==> config.mk <==
export PLATFORM = sky130hd
export DESIGN_NAME = weight_fetch_ctrl_flat
export DESIGN_NICKNAME = d
export VERILOG_FILES = /design/src/rtl/ann_weight_pkg.sv /design/src/rtl/weight_fetch_ctrl_if.sv /design/src/rtl/wf_skid_fifo.sv /design/src/rtl/weight_fetch_ctrl.sv /design/src/flat_wrapper.sv
export SDC_FILE = /design/constraint.sdc
export NUM_CORES = 1
export LEC_CHECK = 0
export CAP_MARGIN = 20
export CELL_PAD_IN_SITES_DETAIL_PLACEMENT = 1
export CELL_PAD_IN_SITES_GLOBAL_PLACEMENT = 2
export CORE_MARGIN = 2
export CORE_UTILIZATION = 29
export DETAILED_ROUTE_END_ITERATION = 8
export HOLD_SLACK_MARGIN = 0.15
export PLACE_DENSITY_LB_ADDON = 0.1
export REMOVE_ABC_BUFFERS = 1
export SLEW_MARGIN = 20
export SYNTH_ARGS = -nofsm -noshare
export SYNTH_HDL_FRONTEND = slang
export SYNTH_SLANG_ARGS = --single-unit
==> constraint.sdc <==
create_clock -name clk -period 3.77 [get_ports clk]
set_clock_uncertainty 0.2 [all_clocks]
set_input_delay 0.754 -clock clk [delete_from_list [all_inputs] [get_ports clk]]
set_output_delay 0.754 -clock clk [all_outputs]
set_load 0.01 [all_outputs]
==> src/rtl/ann_weight_pkg.sv <==
// Shared constants and FSM encoding for the per-neuron weight fetch path.
// One package serves every Weight_x_y_z BRAM reader.
package ann_weight_pkg;

    localparam int WEIGHT_DW    = 16;
    localparam int WEIGHT_AW    = 5;
    localparam int WEIGHT_DEPTH = 28;

    typedef enum logic [1:0] {
        IDLE  = 2'd0,
        FETCH = 2'd1,
        DRAIN = 2'd2
    } fetch_state_t;

endpackage

==> src/rtl/weight_fetch_ctrl_if.sv <==
// Control, BRAM read port and weight stream of one weight fetch controller.
// The controller is the master; the BRAM/consumer side is the slave.
interface weight_fetch_ctrl_if
    import ann_weight_pkg::*;
#(
    parameter int AW = WEIGHT_AW,
    parameter int DW = WEIGHT_DW
);
    logic          start;
    logic          busy;
    logic          done;
    logic          mem_en;
    logic          mem_we;
    logic [AW-1:0] mem_addr;
    logic [DW-1:0] mem_di;
    logic [DW-1:0] mem_do;
    logic [DW-1:0] w_data;
    logic [AW-1:0] w_index;
    logic          w_valid;
    logic          w_last;
    logic          w_ready;

    modport master (
        input  start, mem_do, w_ready,
        output busy, done, mem_en, mem_we, mem_addr, mem_di,
               w_data, w_index, w_valid, w_last
    );

    modport slave (
        output start, mem_do, w_ready,
        input  busy, done, mem_en, mem_we, mem_addr, mem_di,
               w_data, w_index, w_valid, w_last
    );
endinterface

==> src/rtl/wf_skid_fifo.sv <==
// Two-entry FIFO holding {index, data} pairs between the BRAM and the consumer.
// Push and pop in the same cycle are both honoured; a pop on empty is ignored.
module wf_skid_fifo #(
    parameter int W = 21
) (
    input  logic         clk,
    input  logic         rst,
    input  logic         push,
    input  logic [W-1:0] push_data,
    input  logic         pop,
    output logic [W-1:0] head_data,
    output logic [1:0]   count
);
    logic         wr_ptr_reg;
    logic         rd_ptr_reg;
    logic [1:0]   count_reg;
    logic         pop_ok;
    logic [W-1:0] entry_q [2];

    assign pop_ok = pop && (count_reg != 2'd0);

    generate
        for (genvar gi = 0; gi < 2; gi++) begin : g_entry
            logic [W-1:0] data_reg;

            always_ff @(posedge clk) begin
                if (rst) begin
                    data_reg <= '0;
                end else if (push && (wr_ptr_reg == 1'(gi))) begin
                    data_reg <= push_data;
                end
            end

            assign entry_q[gi] = data_reg;
        end
    endgenerate

    always_ff @(posedge clk) begin
        if (rst) begin
            wr_ptr_reg <= 1'b0;
            rd_ptr_reg <= 1'b0;
            count_reg  <= 2'd0;
        end else begin
            if (push) begin
                wr_ptr_reg <= ~wr_ptr_reg;
            end
            if (pop_ok) begin
                rd_ptr_reg <= ~rd_ptr_reg;
            end
            count_reg <= count_reg + {1'b0, push} - {1'b0, pop_ok};
        end
    end

    assign head_data = entry_q[rd_ptr_reg];
    assign count     = count_reg;

endmodule

==> src/rtl/weight_fetch_ctrl.sv <==
// Streams words 0..DEPTH-1 of a negedge-clocked weight BRAM to the MAC datapath,
// issuing reads only when the two-entry buffer is guaranteed room for the result.
module weight_fetch_ctrl
    import ann_weight_pkg::*;
#(
    parameter int DEPTH = WEIGHT_DEPTH,
    parameter int AW    = WEIGHT_AW,
    parameter int DW    = WEIGHT_DW
) (
    input  logic                clk,
    input  logic                rst,
    weight_fetch_ctrl_if.master bus
);
    localparam int            PW       = AW + 1;
    localparam logic [PW-1:0] DEPTH_P  = PW'(DEPTH);
    localparam logic [AW-1:0] LAST_IDX = AW'(DEPTH - 1);

    fetch_state_t     state_reg, state_next;
    logic [PW-1:0]    ptr_reg, ptr_next;
    logic [AW-1:0]    addr_reg, addr_next;
    logic             inflight_reg, inflight_next;
    logic             done_reg, done_next;

    logic             issue;
    logic [PW-1:0]    issue_ptr;
    logic [1:0]       buf_count;
    logic [AW+DW-1:0] head_entry;
    logic             head_valid;
    logic             head_last;
    logic             pop;
    logic [2:0]       occ_after;
    logic             credit_ok;

    // BRAM data lands at the posedge closing the issue cycle, so the
    // in-flight read is captured unconditionally at that edge.
    wf_skid_fifo #(
        .W (AW + DW)
    ) u_buf (
        .clk       (clk),
        .rst       (rst),
        .push      (inflight_reg),
        .push_data ({addr_reg, bus.mem_do}),
        .pop       (pop),
        .head_data (head_entry),
        .count     (buf_count)
    );

    assign head_valid = (buf_count != 2'd0);
    assign head_last  = head_valid && (head_entry[AW+DW-1:DW] == LAST_IDX);
    assign pop        = head_valid && bus.w_ready;

    // Occupancy seen by a read issued next cycle: buffered + in flight - leaving now.
    assign occ_after = {1'b0, buf_count} + {2'b00, inflight_reg} - {2'b00, pop};
    assign credit_ok = (occ_after < 3'd2);

    always_comb begin
        state_next = state_reg;
        issue      = 1'b0;
        issue_ptr  = ptr_reg;
        done_next  = 1'b0;

        case (state_reg)
            IDLE: begin
                if (bus.start) begin
                    state_next = FETCH;
                    issue      = 1'b1;
                    issue_ptr  = '0;
                end
            end
            FETCH: begin
                if (inflight_reg && (addr_reg == LAST_IDX)) begin
                    state_next = DRAIN;
                end else if ((ptr_reg < DEPTH_P) && credit_ok) begin
                    issue = 1'b1;
                end
            end
            DRAIN: begin
                if (pop && head_last) begin
                    state_next = IDLE;
                    done_next  = 1'b1;
                end
            end
            default: begin
                state_next = IDLE;
            end
        endcase

        inflight_next = issue;
        addr_next     = issue ? issue_ptr[AW-1:0] : addr_reg;
        ptr_next      = issue ? (issue_ptr + PW'(1)) : ptr_reg;
    end

    always_ff @(posedge clk) begin
        if (rst) begin
            state_reg    <= IDLE;
            ptr_reg      <= '0;
            addr_reg     <= '0;
            inflight_reg <= 1'b0;
            done_reg     <= 1'b0;
        end else begin
            state_reg    <= state_next;
            ptr_reg      <= ptr_next;
            addr_reg     <= addr_next;
            inflight_reg <= inflight_next;
            done_reg     <= done_next;
        end
    end

    assign bus.busy     = (state_reg != IDLE);
    assign bus.done     = done_reg;
    assign bus.mem_en   = inflight_reg;
    assign bus.mem_we   = 1'b0;
    assign bus.mem_addr = addr_reg;
    assign bus.mem_di   = '0;
    assign bus.w_valid  = head_valid;
    assign bus.w_index  = head_entry[AW+DW-1:DW];
    assign bus.w_data   = head_entry[DW-1:0];
    assign bus.w_last   = head_last;

endmodule

==> src/flat_wrapper.sv <==
// flat-port wrapper written by rule: the top's interface ports become plain ports
module weight_fetch_ctrl_flat import ann_weight_pkg::*;
#(
    parameter int DEPTH = WEIGHT_DEPTH,
    parameter int AW    = WEIGHT_AW,
    parameter int DW    = WEIGHT_DW
)
  (clk, rst, bus_start, bus_mem_do, bus_w_ready, bus_busy, bus_done, bus_mem_en, bus_mem_we, bus_mem_addr, bus_mem_di, bus_w_data, bus_w_index, bus_w_valid, bus_w_last);
  weight_fetch_ctrl_if #(.AW(AW), .DW(DW)) bus_i ();
  input  logic clk;
  input  logic rst;
  input wire logic [$bits(bus_i.start)-1:0] bus_start;
  input wire logic [$bits(bus_i.mem_do)-1:0] bus_mem_do;
  input wire logic [$bits(bus_i.w_ready)-1:0] bus_w_ready;
  output wire logic [$bits(bus_i.busy)-1:0] bus_busy;
  output wire logic [$bits(bus_i.done)-1:0] bus_done;
  output wire logic [$bits(bus_i.mem_en)-1:0] bus_mem_en;
  output wire logic [$bits(bus_i.mem_we)-1:0] bus_mem_we;
  output wire logic [$bits(bus_i.mem_addr)-1:0] bus_mem_addr;
  output wire logic [$bits(bus_i.mem_di)-1:0] bus_mem_di;
  output wire logic [$bits(bus_i.w_data)-1:0] bus_w_data;
  output wire logic [$bits(bus_i.w_index)-1:0] bus_w_index;
  output wire logic [$bits(bus_i.w_valid)-1:0] bus_w_valid;
  output wire logic [$bits(bus_i.w_last)-1:0] bus_w_last;
  assign bus_i.start = bus_start;
  assign bus_i.mem_do = bus_mem_do;
  assign bus_i.w_ready = bus_w_ready;
  assign bus_busy = bus_i.busy;
  assign bus_done = bus_i.done;
  assign bus_mem_en = bus_i.mem_en;
  assign bus_mem_we = bus_i.mem_we;
  assign bus_mem_addr = bus_i.mem_addr;
  assign bus_mem_di = bus_i.mem_di;
  assign bus_w_data = bus_i.w_data;
  assign bus_w_index = bus_i.w_index;
  assign bus_w_valid = bus_i.w_valid;
  assign bus_w_last = bus_i.w_last;
  weight_fetch_ctrl #(.DEPTH(DEPTH), .AW(AW), .DW(DW)) u_core (.clk(clk), .rst(rst), .bus(bus_i));
endmodule
-- Yosys cells after proc, flatten, opt, wreduce, memory -nomap -nowiden
Cells that the tools add are included.
- register bits: 61
- bits of input ports: 20
- output and inout port bits: 48
- logic and storage cells: 56
- add/sub/neg operators: 5
- $lt $le $gt $ge: 3
- equality and inequality tests: 7
- multiplexer cells: 14
- bitwise gates (word level): 4
- reductions and logical operators: 13
- operators by type and width (operator ; count):
    21-bit 2-to-1 mux ; 3
    6-bit 2-to-1 mux ; 2
    5-bit equality test (second input constant) ; 2
    1-bit logical AND ; 8
    6-bit by 1-bit adder with 6-bit output (second input constant) ; 1
    6-bit by 5-bit < comparator with 1-bit output (second input constant) ; 1
    2-bit 2-to-1 mux ; 3
    2-bit one-hot mux with 3 select lines ; 1
    1-bit 2-to-1 mux ; 4
    2-bit by 1-bit inequality test with 1-bit output (second input constant) ; 2
    2-bit nonzero test ; 2
    2-bit by 1-bit adder with 3-bit output ; 1
    3-bit by 2-bit < comparator with 1-bit output (second input constant) ; 1
    1-bit inverter ; 3
    3-bit AND reduction ; 1
    3-bit by 1-bit subtractor with 3-bit output ; 1
    2-bit by 1-bit adder with 2-bit output ; 1
    2-bit by 1-bit equality test with 1-bit output (second input constant) ; 1
    2-bit equality test (second input constant) ; 1
    2-bit >= comparator (second input constant) ; 1
    2-bit zero test ; 1
    2-bit inequality test (second input constant) ; 1
    1-bit inverter with 2-bit output ; 1
    1-bit one-hot mux with 2 select lines ; 1
    2 further kinds ; 2

-- Logic depth before layout (Yosys ltp)
- word-level depth: 9
- gate-level depth with buffers: 13

-- Hierarchy
A second synthesis with hierarchy kept.
- cells, all modules: 334
- area, all modules: 2837.7 µm²
- modules (own cells, without submodules) (module ; times used ; cells an instance ; area each (µm²) ; seq. area each (µm²)):
    wf_skid_fifo ; 1 ; 226 ; 1875.5 ; 920.9
    weight_fetch_ctrl ; 1 ; 108 ; 962.2 ; 300.3

-- Worst setup path before layout
OpenSTA, ideal clock, no wires.
- kind: input-to-reg
- start: in bus_w_ready
- end: reg u_core.addr_reg[1], in the netlist u_core.bus.mem_addr[1]
- data arrival time: 2.622 ns
- data required time: 3.498 ns
- slack: 0.876 ns
- stages on the path: 11
- buffers on the path: 0
- path through: nand2_1 inv_1 ha_1 inv_1 ha_1 inv_1 fa_1 xnor2_1 nand3b_2 nor3_4 mux2i_1
- word-level cells in the longest chain between the ends: 7
- RTL lines (what ; line ; RTL):
    start, declared ; flat_wrapper.sv:14 ; input wire logic [$bits(bus_i.w_ready)-1:0] bus_w_ready;
    1-bit logical AND ; weight_fetch_ctrl.sv:50 ; assign pop = head_valid && bus.w_ready;
    3-bit by 1-bit subtractor with 3-bit output ; weight_fetch_ctrl.sv:53 ; assign occ_after = {1'b0, buf_count} + {2'b00, inflight_reg} - {2'b00, pop};
    3-bit by 2-bit < comparator with 1-bit output ; weight_fetch_ctrl.sv:54 ; assign credit_ok = (occ_after < 3'd2);
    1-bit logical AND ; weight_fetch_ctrl.sv:73 ; end else if ((ptr_reg < DEPTH_P) && credit_ok) begin
    1-bit 2-to-1 mux ; weight_fetch_ctrl.sv:73 ;
    1-bit 2-to-1 mux ; weight_fetch_ctrl.sv:71 ; if (inflight_reg && (addr_reg == LAST_IDX)) begin
    1-bit one-hot mux with 2 select lines ; weight_fetch_ctrl.sv:62 ; case (state_reg)
    end signal, assigned ; weight_fetch_ctrl.sv:103 ; addr_reg <= addr_next;
    end, declared ; weight_fetch_ctrl.sv:20 ; logic [AW-1:0] addr_reg, addr_next;
Every way passes these cells.
A chain may end at the register's enable or synchronous reset.

-- Worst setup path after layout
- start: reg u_core.u_buf.rd_ptr_reg
- end: out bus_w_data[3]
- word-level cells in the longest chain between the ends: 4
- RTL lines (what ; line ; RTL):
    start, declared ; wf_skid_fifo.sv:15 ; logic rd_ptr_reg;
    start signal, assigned ; wf_skid_fifo.sv:48 ; rd_ptr_reg <= ~rd_ptr_reg;
    1-bit inverter with 2-bit output (not written as such) ; wf_skid_fifo.sv:54 ; assign head_data = entry_q[rd_ptr_reg];
    21-bit 2-to-1 mux (not written as such) (3 in a row) ; wf_skid_fifo.sv:54 ;
    end, declared ; flat_wrapper.sv:21 ; output wire logic [$bits(bus_i.w_data)-1:0] bus_w_data;
Every way passes these cells. The select of a mux whose other input is x is not followed.

==> flow_summary_export.csv <==
group,metric,value,unit
status,status,"completed",
cts,ctsLongestPathBuffers,2,
synth,ys_async_sr_fraction,0,%
pwr,internal_power,1320,uW
die,die_y,103,um
synth,yosys.area_share.simple,23.5,%
grt,overflow,0,
die,die_area,10600,um^2
synth,yosysWarnings,0,
grt,first_global_vias,2301,
sta,slew_headroom,33.1,%
die,die-width,103,um
setup_path,worstPathMaxFanout,14,
sta,fin_hold_ws,253,ps
route,wire_per_inst,14.4,um
cts,cts_buffers,9,
synth,synthMuxAreaShare,10.3,%
cts,ctsRootBufferMaster,"clkbuf_8",
die,floorplan.initialDensity,29.4,%
cts,cts_resized,0,
setup_path,required,2820,ps
cts,ctsHtreeMaxLevel,3,
setup_path,arrival,2190,ps
setup_path,endpoint_kind,"primary output",
cells_and_area,diodes,0,
synth,synth_xor_area_share,0.617,%
sta,finalSetupTns,0,ps
place,place.gp.congestion,0.737,
synth,synthAdderAreaFrac,2.03,%
cts,holdBufCountCts,0,
route,via_count,2395,
sta,finalHoldViolations,0,
worst_hold_path,hp-class,"reg -> reg",
setup_path,worstSetupPathType,"reg -> out",
sta,rsz0062_at_grt,"false",
die,pin_count,68,
cells_and_area,n_fill_cell,1180,
route,avgViaCountPerCell,4.61,
pwr,p_sw_share,30.0,%
sta,final_max_slew_viol_count,0,
cts,path_clk_slew,60,ps
cts,post_cts_buffers,0,
route,drc,0,
pwr,p_leak,0.00135,uW
synth,synthCells,334,
sta,fin_crit_sh,83.3,%
cts,cts_sinks,61,
route,ant_nets,0,
setup_path,cp-start-kind,"flip-flop",
cells_and_area,area_growth,27.0,%
cells_and_area,largest_reg_flops,42,
place,place_hpwl,5040,um
place,port_buffers,50,
synth,ys.flop_type,"dfxtp_1",
synth,yosys_register_bits,61,
synth,seq_area_frac_synth,43.0,%
sta,max_clock_freq,318,MHz
sta,final-setup-viol-count,0,
pwr,clockPowerShare,35.2,%
route,drt_iter0_drc,52,
grt,grt_antenna_before_repair,0,
die,core_area,9640,um^2
cts,cts_tree,"yes",
pwr,p_per_area,523,nW/um^2
sta,tightest_slew,1000,ps
pwr,peakVddDrop,0.224,mV
pwr,p_seq_share,39.6,%
setup_path,reg2reg_slack,890,ps
cells_and_area,layout.nets,405,
cells_and_area,final_cell_mix,"nand2_1, dfxtp_1, clkdlybuf4s50_1, a21oi_1, mux2_2",
job,drv_cap,0,
die,fp-row-count,36,
synth,syn_area,2840,um^2
route,drtPass1Iterations,4,
pwr,p_comb_share,25.2,%
synth,synth_top_family_by_area,"simple AND/OR/NAND/NOR gates",
synth,synth.avg_cell_area,8.50,um^2
route,drt-total-wl,7470,um
pwr,power_switching,565,uW
grt,grt_start_max_net_pins,32,
synth,synth-edff-count,0,
synth,synth-compound-area-share,12.0,%
grt,grt_pass1_wl,11800,um
cells_and_area,layout-drive-gt1-share,14.2,%
sta,finalCriticalPeriod,3140,ps
cells_and_area,layout_commonest_cell,"nand2_1",
grt,track_usage,14.7,%
cts,clock_latency,330,ps
synth,synth_cell_types,46,
[synthesized netlist by cell type (all sizes together) (3+ instances only)]
master / number / area share [%]
a21oi: 47 / 8.3
a31oi: 3 / 0.66
buf: 23 / 6.0
clkbuf: 11 / 1.5
dfxtp: 61 / 43
ha: 3 / 1.3
inv: 7 / 0.93
mux2: 22 / 8.9
mux2i: 4 / 1.4
nand2: 99 / 13
nand3: 4 / 0.71
nand4: 3 / 0.66
nor2: 10 / 1.4
nor3: 3 / 1.1
nor3b: 3 / 1.2
[final cells by class]
class / instances / area, um^2 / share of cell area, %
repair buffers: 54 / 526 / 14.6
flip-flops and latches: 61 / 1220 / 33.9
multi-input cells: 248 / 1440 / 39.9
clock buffers: 12 / 155 / 4.31
inverters: 7 / 26.3 / 0.729
clock inverters: 4 / 70.1 / 1.94
well taps: 133 / 166 / 4.62
[cells by family (layout without fill, tap and decap cells)]
family          Yosys count  in the layout
simple gates            140            140
flops                    61             61
compound gates           59             59
buf+inv                  41             77
mux                      26             26
fa+ha+maj                 4              4
xor+xnor                  2              2
other cells               1             17
[per-layer routing]
metal / up-vias / global-route usage (%) / part of all wire, %
met2: 59 / 23.9 / 46
met3: 14 / 4.68 / 5.5
met5: - / 0 / 0
met1: 1136 / 18.3 / 46
met4: 0 / 5.57 / 2.1
li1: 1186 / - / -
[per-stage QoR]
stage	std cells	cell area, um^2	total power (uW)	setup slack [ps]	utilization [%]
CTS	519	3600	1930	564	37.4
floorplan	316	2690	1040	876	-
finish	519	3600	1890	628	37.4
detailed placement	503	3380	1250	237	35.0
global placement	503	3380	1250	299	35.0
global route	519	3600	2000	474	37.4
[power groups by stage]
stage,Combinational (uW),Clock (uW),Sequential [uW]
global route,533,715,756
CTS,487,690,748
detailed placement,485,0,763
global placement,485,0,761
floorplan,284,0,761
finish,475,663,747
[worst max-delay path: stages, from the launching register on]
cell,delay (ps)
dfxtp_1,660
buf_4,340
mux2_2,380
clkdlybuf4s50_1,480
[path summary, 6_finish.rpt]
| path | endpoint | start | depth (start not counted) |
|---|---|---|---|
| worst max-delay path | bus_w_data[3] | u_core.u_buf.rd_ptr_reg$_SDFFE_PP0P_ | 3 |
| worst min-delay path | u_core.u_buf.g_entry[1].data_reg[8]$_SDFFE_PP0P_ | u_core.u_buf.g_entry[1].data_reg[8]$_SDFFE_PP0P_ | 2 |
| worst min register to register | u_core.u_buf.g_entry[1].data_reg[8]$_SDFFE_PP0P_ | u_core.u_buf.g_entry[1].data_reg[8]$_SDFFE_PP0P_ | 2 |
| worst max register to register | u_core.bus.mem_addr[3]$_SDFFE_PP0P_ | u_core.u_buf.count[1]$_SDFF_PP0_ | 13 |
Power figures use the tool's default switching activity.
==> variant 1, RTL diff (same flow settings) <==
Change the package constant `WEIGHT_AW` from 5 to 4.
--- a/src/rtl/ann_weight_pkg.sv
+++ b/src/rtl/ann_weight_pkg.sv
@@ -4,5 +4,5 @@
 
     localparam int WEIGHT_DW    = 16;
-    localparam int WEIGHT_AW    = 5;
+    localparam int WEIGHT_AW    = 4;
     localparam int WEIGHT_DEPTH = 28;
 
Ports: changed (resized bus_mem_addr and bus_w_index); port bits go from 68 to 66. No check against the original RTL was run, so the function may have changed too.
==> variant 1 against the unedited design <==
Power fell by 8.7%; final cell count fell by 9.2%; setup slack got worse by 150 ps; via count fell by 8.5%; critical path depth grew 9; register-to-register slack got worse by 160 ps; final area down 8.8%; core utilization rose by 0.51 points; sequential share of layout area increased by 0.81 points; sequential cell count is 4 lower; area after synthesis fell by 9.0%; wire length decreased by 8.1%; critical endpoint is now u_core.ptr_reg[2]$_SDFFE_PP0P_; highest routed layer unchanged.
==> variant 1: results <==
[placed_design]
dp.cells = 455
dp_hpwl_um = 4540
gp_congestion = 0.731
place.port_buffers = 48

[synthesis]
syn_inst = 311
synth_compound_area_share_pct = 12.5
synthMuxAreaShare_pct = 10.3
netlist_top_cells_count = "nand2_1 (91), dfxtp_1 (57), a21oi_1 (43)"
synth_xor_area_share_pct = 0.678
synth-adder-area-share_pct = 2.23
yosysSeqAreaShare_pct = 44.2
netlist_top_cells_area = "dfxtp_1 (44%), nand2_1 (13%), mux2_2 (9.2%)"
synthDistinctLibCells = 41

[critical_path]
cpPeakStageDelay_ps = 540
cpLargestDelayFamily = "simple AND/OR/NAND/NOR gates"
worst_ep_arrival_time_ps = 3340
slowest_stage = "or4b_1"
worstPathMaxFanout = 7

[sta]
worstMarginPinSlew_ps = 994

[global_route]
grt_first_pass_wirelength_um = 11200
grt_max_degree = 38
gr-usage-all-layers_pct = 14.7
grt_pass1_vias = 2261

[run_status]
outcome = "finished, final reports clean"

[finish]
largest_register_ffs = 40
fin_cells = 471

[power]
p_leak_nw = 1.22
cellPowerDensity_nw_per_um2 = 524
ir_drop_uv = 227

[routing]
viasPerCell = 4.65
drt_iter0_markers = 45
wl_um = 6870
## variant 1: cell type report
type	count	area, µm²	share of cell area, %
Multi-Input combinational cell	230	1280	38.9
Sequential cell	57	1140	34.7
Timing Repair Buffer	54	520	15.8
Clock buffer	13	149	4.53
Tap cell	108	135	4.11
Clock inverter	3	40.0	1.22
Inverter	6	22.5	0.685
## variant 1: path summary, 6_finish.rpt
| check | startpoint | to | slack, ps | cells after the start |
|---|---|---|---|---|
| max | bus_w_ready | u_core.ptr_reg[2]$_SDFFE_PP0P_ | 470 | 12 |
| min reg2reg | u_core.u_buf.g_entry[0].data_reg[3]$_SDFFE_PP0P_ | u_core.u_buf.g_entry[0].data_reg[3]$_SDFFE_PP0P_ | 250 | 2 |
| min | u_core.u_buf.g_entry[0].data_reg[3]$_SDFFE_PP0P_ | u_core.u_buf.g_entry[0].data_reg[3]$_SDFFE_PP0P_ | 250 | 2 |
| max reg2reg | u_core.u_buf.count[1]$_SDFF_PP0_ | u_core.ptr_reg[2]$_SDFFE_PP0P_ | 730 | 13 |
## variant 1: worst register-to-register path: stages, from the launching register on
cell and delay, ps:
dfxtp_1 350, nor2_1 160, inv_1 70, nand2_1 80, inv_1 50, ha_1 260, inv_1 60, ha_1 140
inv_1 50, fa_1 380, xnor2_1 180, nand4_1 290, or4b_1 540, a31oi_1 160
## variant 1: report_power, final
group          leakage [nW]  switching, W  internal [W]
combinational         0.655      0.000245      0.000217
sequential            0.463     0.0000476      0.000656
clock                0.0974      0.000234      0.000322
total                  1.22      0.000527       0.00119
## variant 1: routing by layer
layer  up-vias  share of wire, %  global-route usage, %  wire length, µm
met5         -                 0                      0                0
met4         0               1.2                   5.37               82
met3         8               4.0                   2.65              272
met2        53                47                   24.9             3250
met1      1034                48                   18.9             3270
li1       1096                 -                      -                -
==> variant 2, RTL diff (same flow settings) <==
Made on the original files. Take the reset off `addr_reg` and load it in a clocked block of its own.
--- a/src/rtl/weight_fetch_ctrl.sv
+++ b/src/rtl/weight_fetch_ctrl.sv
@@ -95,5 +95,4 @@
             state_reg    <= IDLE;
             ptr_reg      <= '0;
-            addr_reg     <= '0;
             inflight_reg <= 1'b0;
             done_reg     <= 1'b0;
@@ -101,8 +100,11 @@
             state_reg    <= state_next;
             ptr_reg      <= ptr_next;
-            addr_reg     <= addr_next;
             inflight_reg <= inflight_next;
             done_reg     <= done_next;
         end
+    end
+
+    always_ff @(posedge clk) begin
+        addr_reg <= addr_next;
     end
 
Formal check against the unedited RTL: differs if rst is asserted again (counterexample within 4 cycles, from zero or initial values and one cycle with rst high); with rst held inactive, the same outputs for 10 cycles.
==> variant 2 against the unedited design <==
Wire length is 5.2% lower; combinational power is 9.7% higher; power is 2.0% higher; sequential cell count stayed put; highest routed layer unchanged; area after synthesis is 3.5% lower; final area is 3.8% lower; setup slack worse by 110 ps; critical path depth is 10 higher.
==> variant 2: results <==
[run_status]
outcome = "finished, final reports clean"

[power]
p_leak_nw = 1.29
ir_drop_uv = 203

[routing]
viasPerCell = 4.62
wl_per_cell_um = 14.8
drt_iter0_markers = 44
drtPass1Iterations = 4
wl_um = 7080

[critical_path]
worstPathMaxFanout = 7
cpPeakStageDelay_ps = 430
cpLargestDelayFamily = "adder cells"
slowest_stage = "fa_1"
worst_ep_arrival_time_ps = 3300

[clock_network]
insertion_delay_ps = 330
clockBufferDepth = 2
cts_setup_buffers = 0
path_clk_slew_ps = 70
clk_root_buffer_cell = "clkbuf_8"
numCtsBuffers = 9
cts_max_level = 3
postCtsResizedCells = 0

[synthesis]
netlist_top_cells_count = "nand2_1 (90), dfxtp_1 (56), a21oi_1 (44)"
netlist_top_cells_area = "dfxtp_1 (41%), nand2_1 (12%), mux2_2 (8.6%)"
synth.avg_cell_area_um2 = 8.61
ys_warn_count = 0
synth_edf_count = 5
yosysSeqAreaShare_pct = 46.4
synth-async-reset-ratio_pct = 0
synthDistinctLibCells = 44
synth_most_common_cell = "nand2_1"

[placed_design]
gp_congestion = 0.737
place.port_buffers = 50
dp.cells = 465
dp_hpwl_um = 4690

[global_route]
grt_first_pass_wirelength_um = 11600
grt_antenna_before_repair = 0
gr-usage-all-layers_pct = 14.6
grt_max_degree = 32
grt_pass1_vias = 2276

[finish]
antenna-diode-count = 0
drive_above_1_share_pct = 13.3
largest_register_ffs = 42
fillCellCount = 1089
fin_nets = 389

[min_path]
hold_class = "reg2reg"

[sta]
slew_headroom_pct = 32.6
==> variant 2: cell count changes after synthesis, sizes merged, moves of 3 or more <==
cell / delta
dfxtp: -5
nor2b: +5
a21oi: -3
nand2: -9
edfxtp: +5
mux2i: -4
==> variant 2: per-layer routing <==
layer  up-vias  routed length (µm)  share of wire (%)  GRT usage (%)
li1       1121                   -                  -              -
met1      1044                3360                 47           18.4
met2        44                3370                 48           24.5
met3         9                 248                3.5           3.66
met4         0                 101                1.4           4.99
met5         -                   0                  0              0
==> variant 2: cell type report <==
type / instances / area, µm² / area share, %
multi-input cells: 231 / 1300 / 37.4
inverters: 6 / 22.5 / 0.650
flip-flops and latches: 61 / 1270 / 36.7
clock buffers: 11 / 151 / 4.37
well taps: 111 / 139 / 4.01
repair buffers: 56 / 541 / 15.6
clock inverters: 4 / 46.3 / 1.34
==> variant 2: worst min-delay path, delay by kind of cell, from the launching register on <==
family | cells | cell delay (ps)
DFF | 1 | 310
and+or+nand+nor | 1 | 50
AOI/OAI and AO/OA | 1 | 50
==> variant 2: stage by stage <==
stage | setup slack (ps) | area (µm²) | hold WS [ps] | total power (W)
floorplan | 621 | 2590 | 227 | 0.00109
CTS | 501 | 3470 | 255 | 0.00196
global route | 308 | 3470 | 284 | 0.00204
detailed placement | 154 | 3270 | 246 | 0.00136
global placement | 244 | 3270 | 239 | 0.00135
finish | 515 | 3470 | 253 | 0.00192
==> variant 2: report_power, final <==
part | total [W] | switching (W) | internal, W
sequential | 0.000813 | 0.0000784 | 0.000735
combinational | 0.000521 | 0.000259 | 0.000262
clock | 0.000588 | 0.000252 | 0.000336
==> variant 2: final timing paths <==
| check | start | depth (start not counted) | slack (ps) | end |
|---|---|---|---|---|
| max reg2reg | u_core.u_buf.count[1]$_SDFF_PP0_ | 12 | 860 | u_core.ptr_reg[0]$_SDFFE_PP0P_ |
| max | bus_w_ready | 13 | 520 | u_core.ptr_reg[0]$_SDFFE_PP0P_ |
| min | u_core.u_buf.g_entry[0].data_reg[10]$_SDFFE_PP0P_ | 2 | 250 | u_core.u_buf.g_entry[0].data_reg[10]$_SDFFE_PP0P_ |
| min reg2reg | u_core.u_buf.g_entry[0].data_reg[10]$_SDFFE_PP0P_ | 2 | 250 | u_core.u_buf.g_entry[0].data_reg[10]$_SDFFE_PP0P_ |
==> variant 2: logic make-up (layout without fill, tap and decap cells) <==
logic type                 count (synthesis)  count (layout)  share of synthesized area (%)
and+or+nand+nor                          131             131                           22.1
DFF                                       61              61                           46.4
AOI/OAI and AO/OA                         56              56                           11.4
buffers and inverters                     42              77                           8.50
muxes                                     21              21                           8.64
adders and majority gates                  4               4                           2.10
xor gates and xnor gates                   2               2                          0.640
other                                      1              17                          0.137
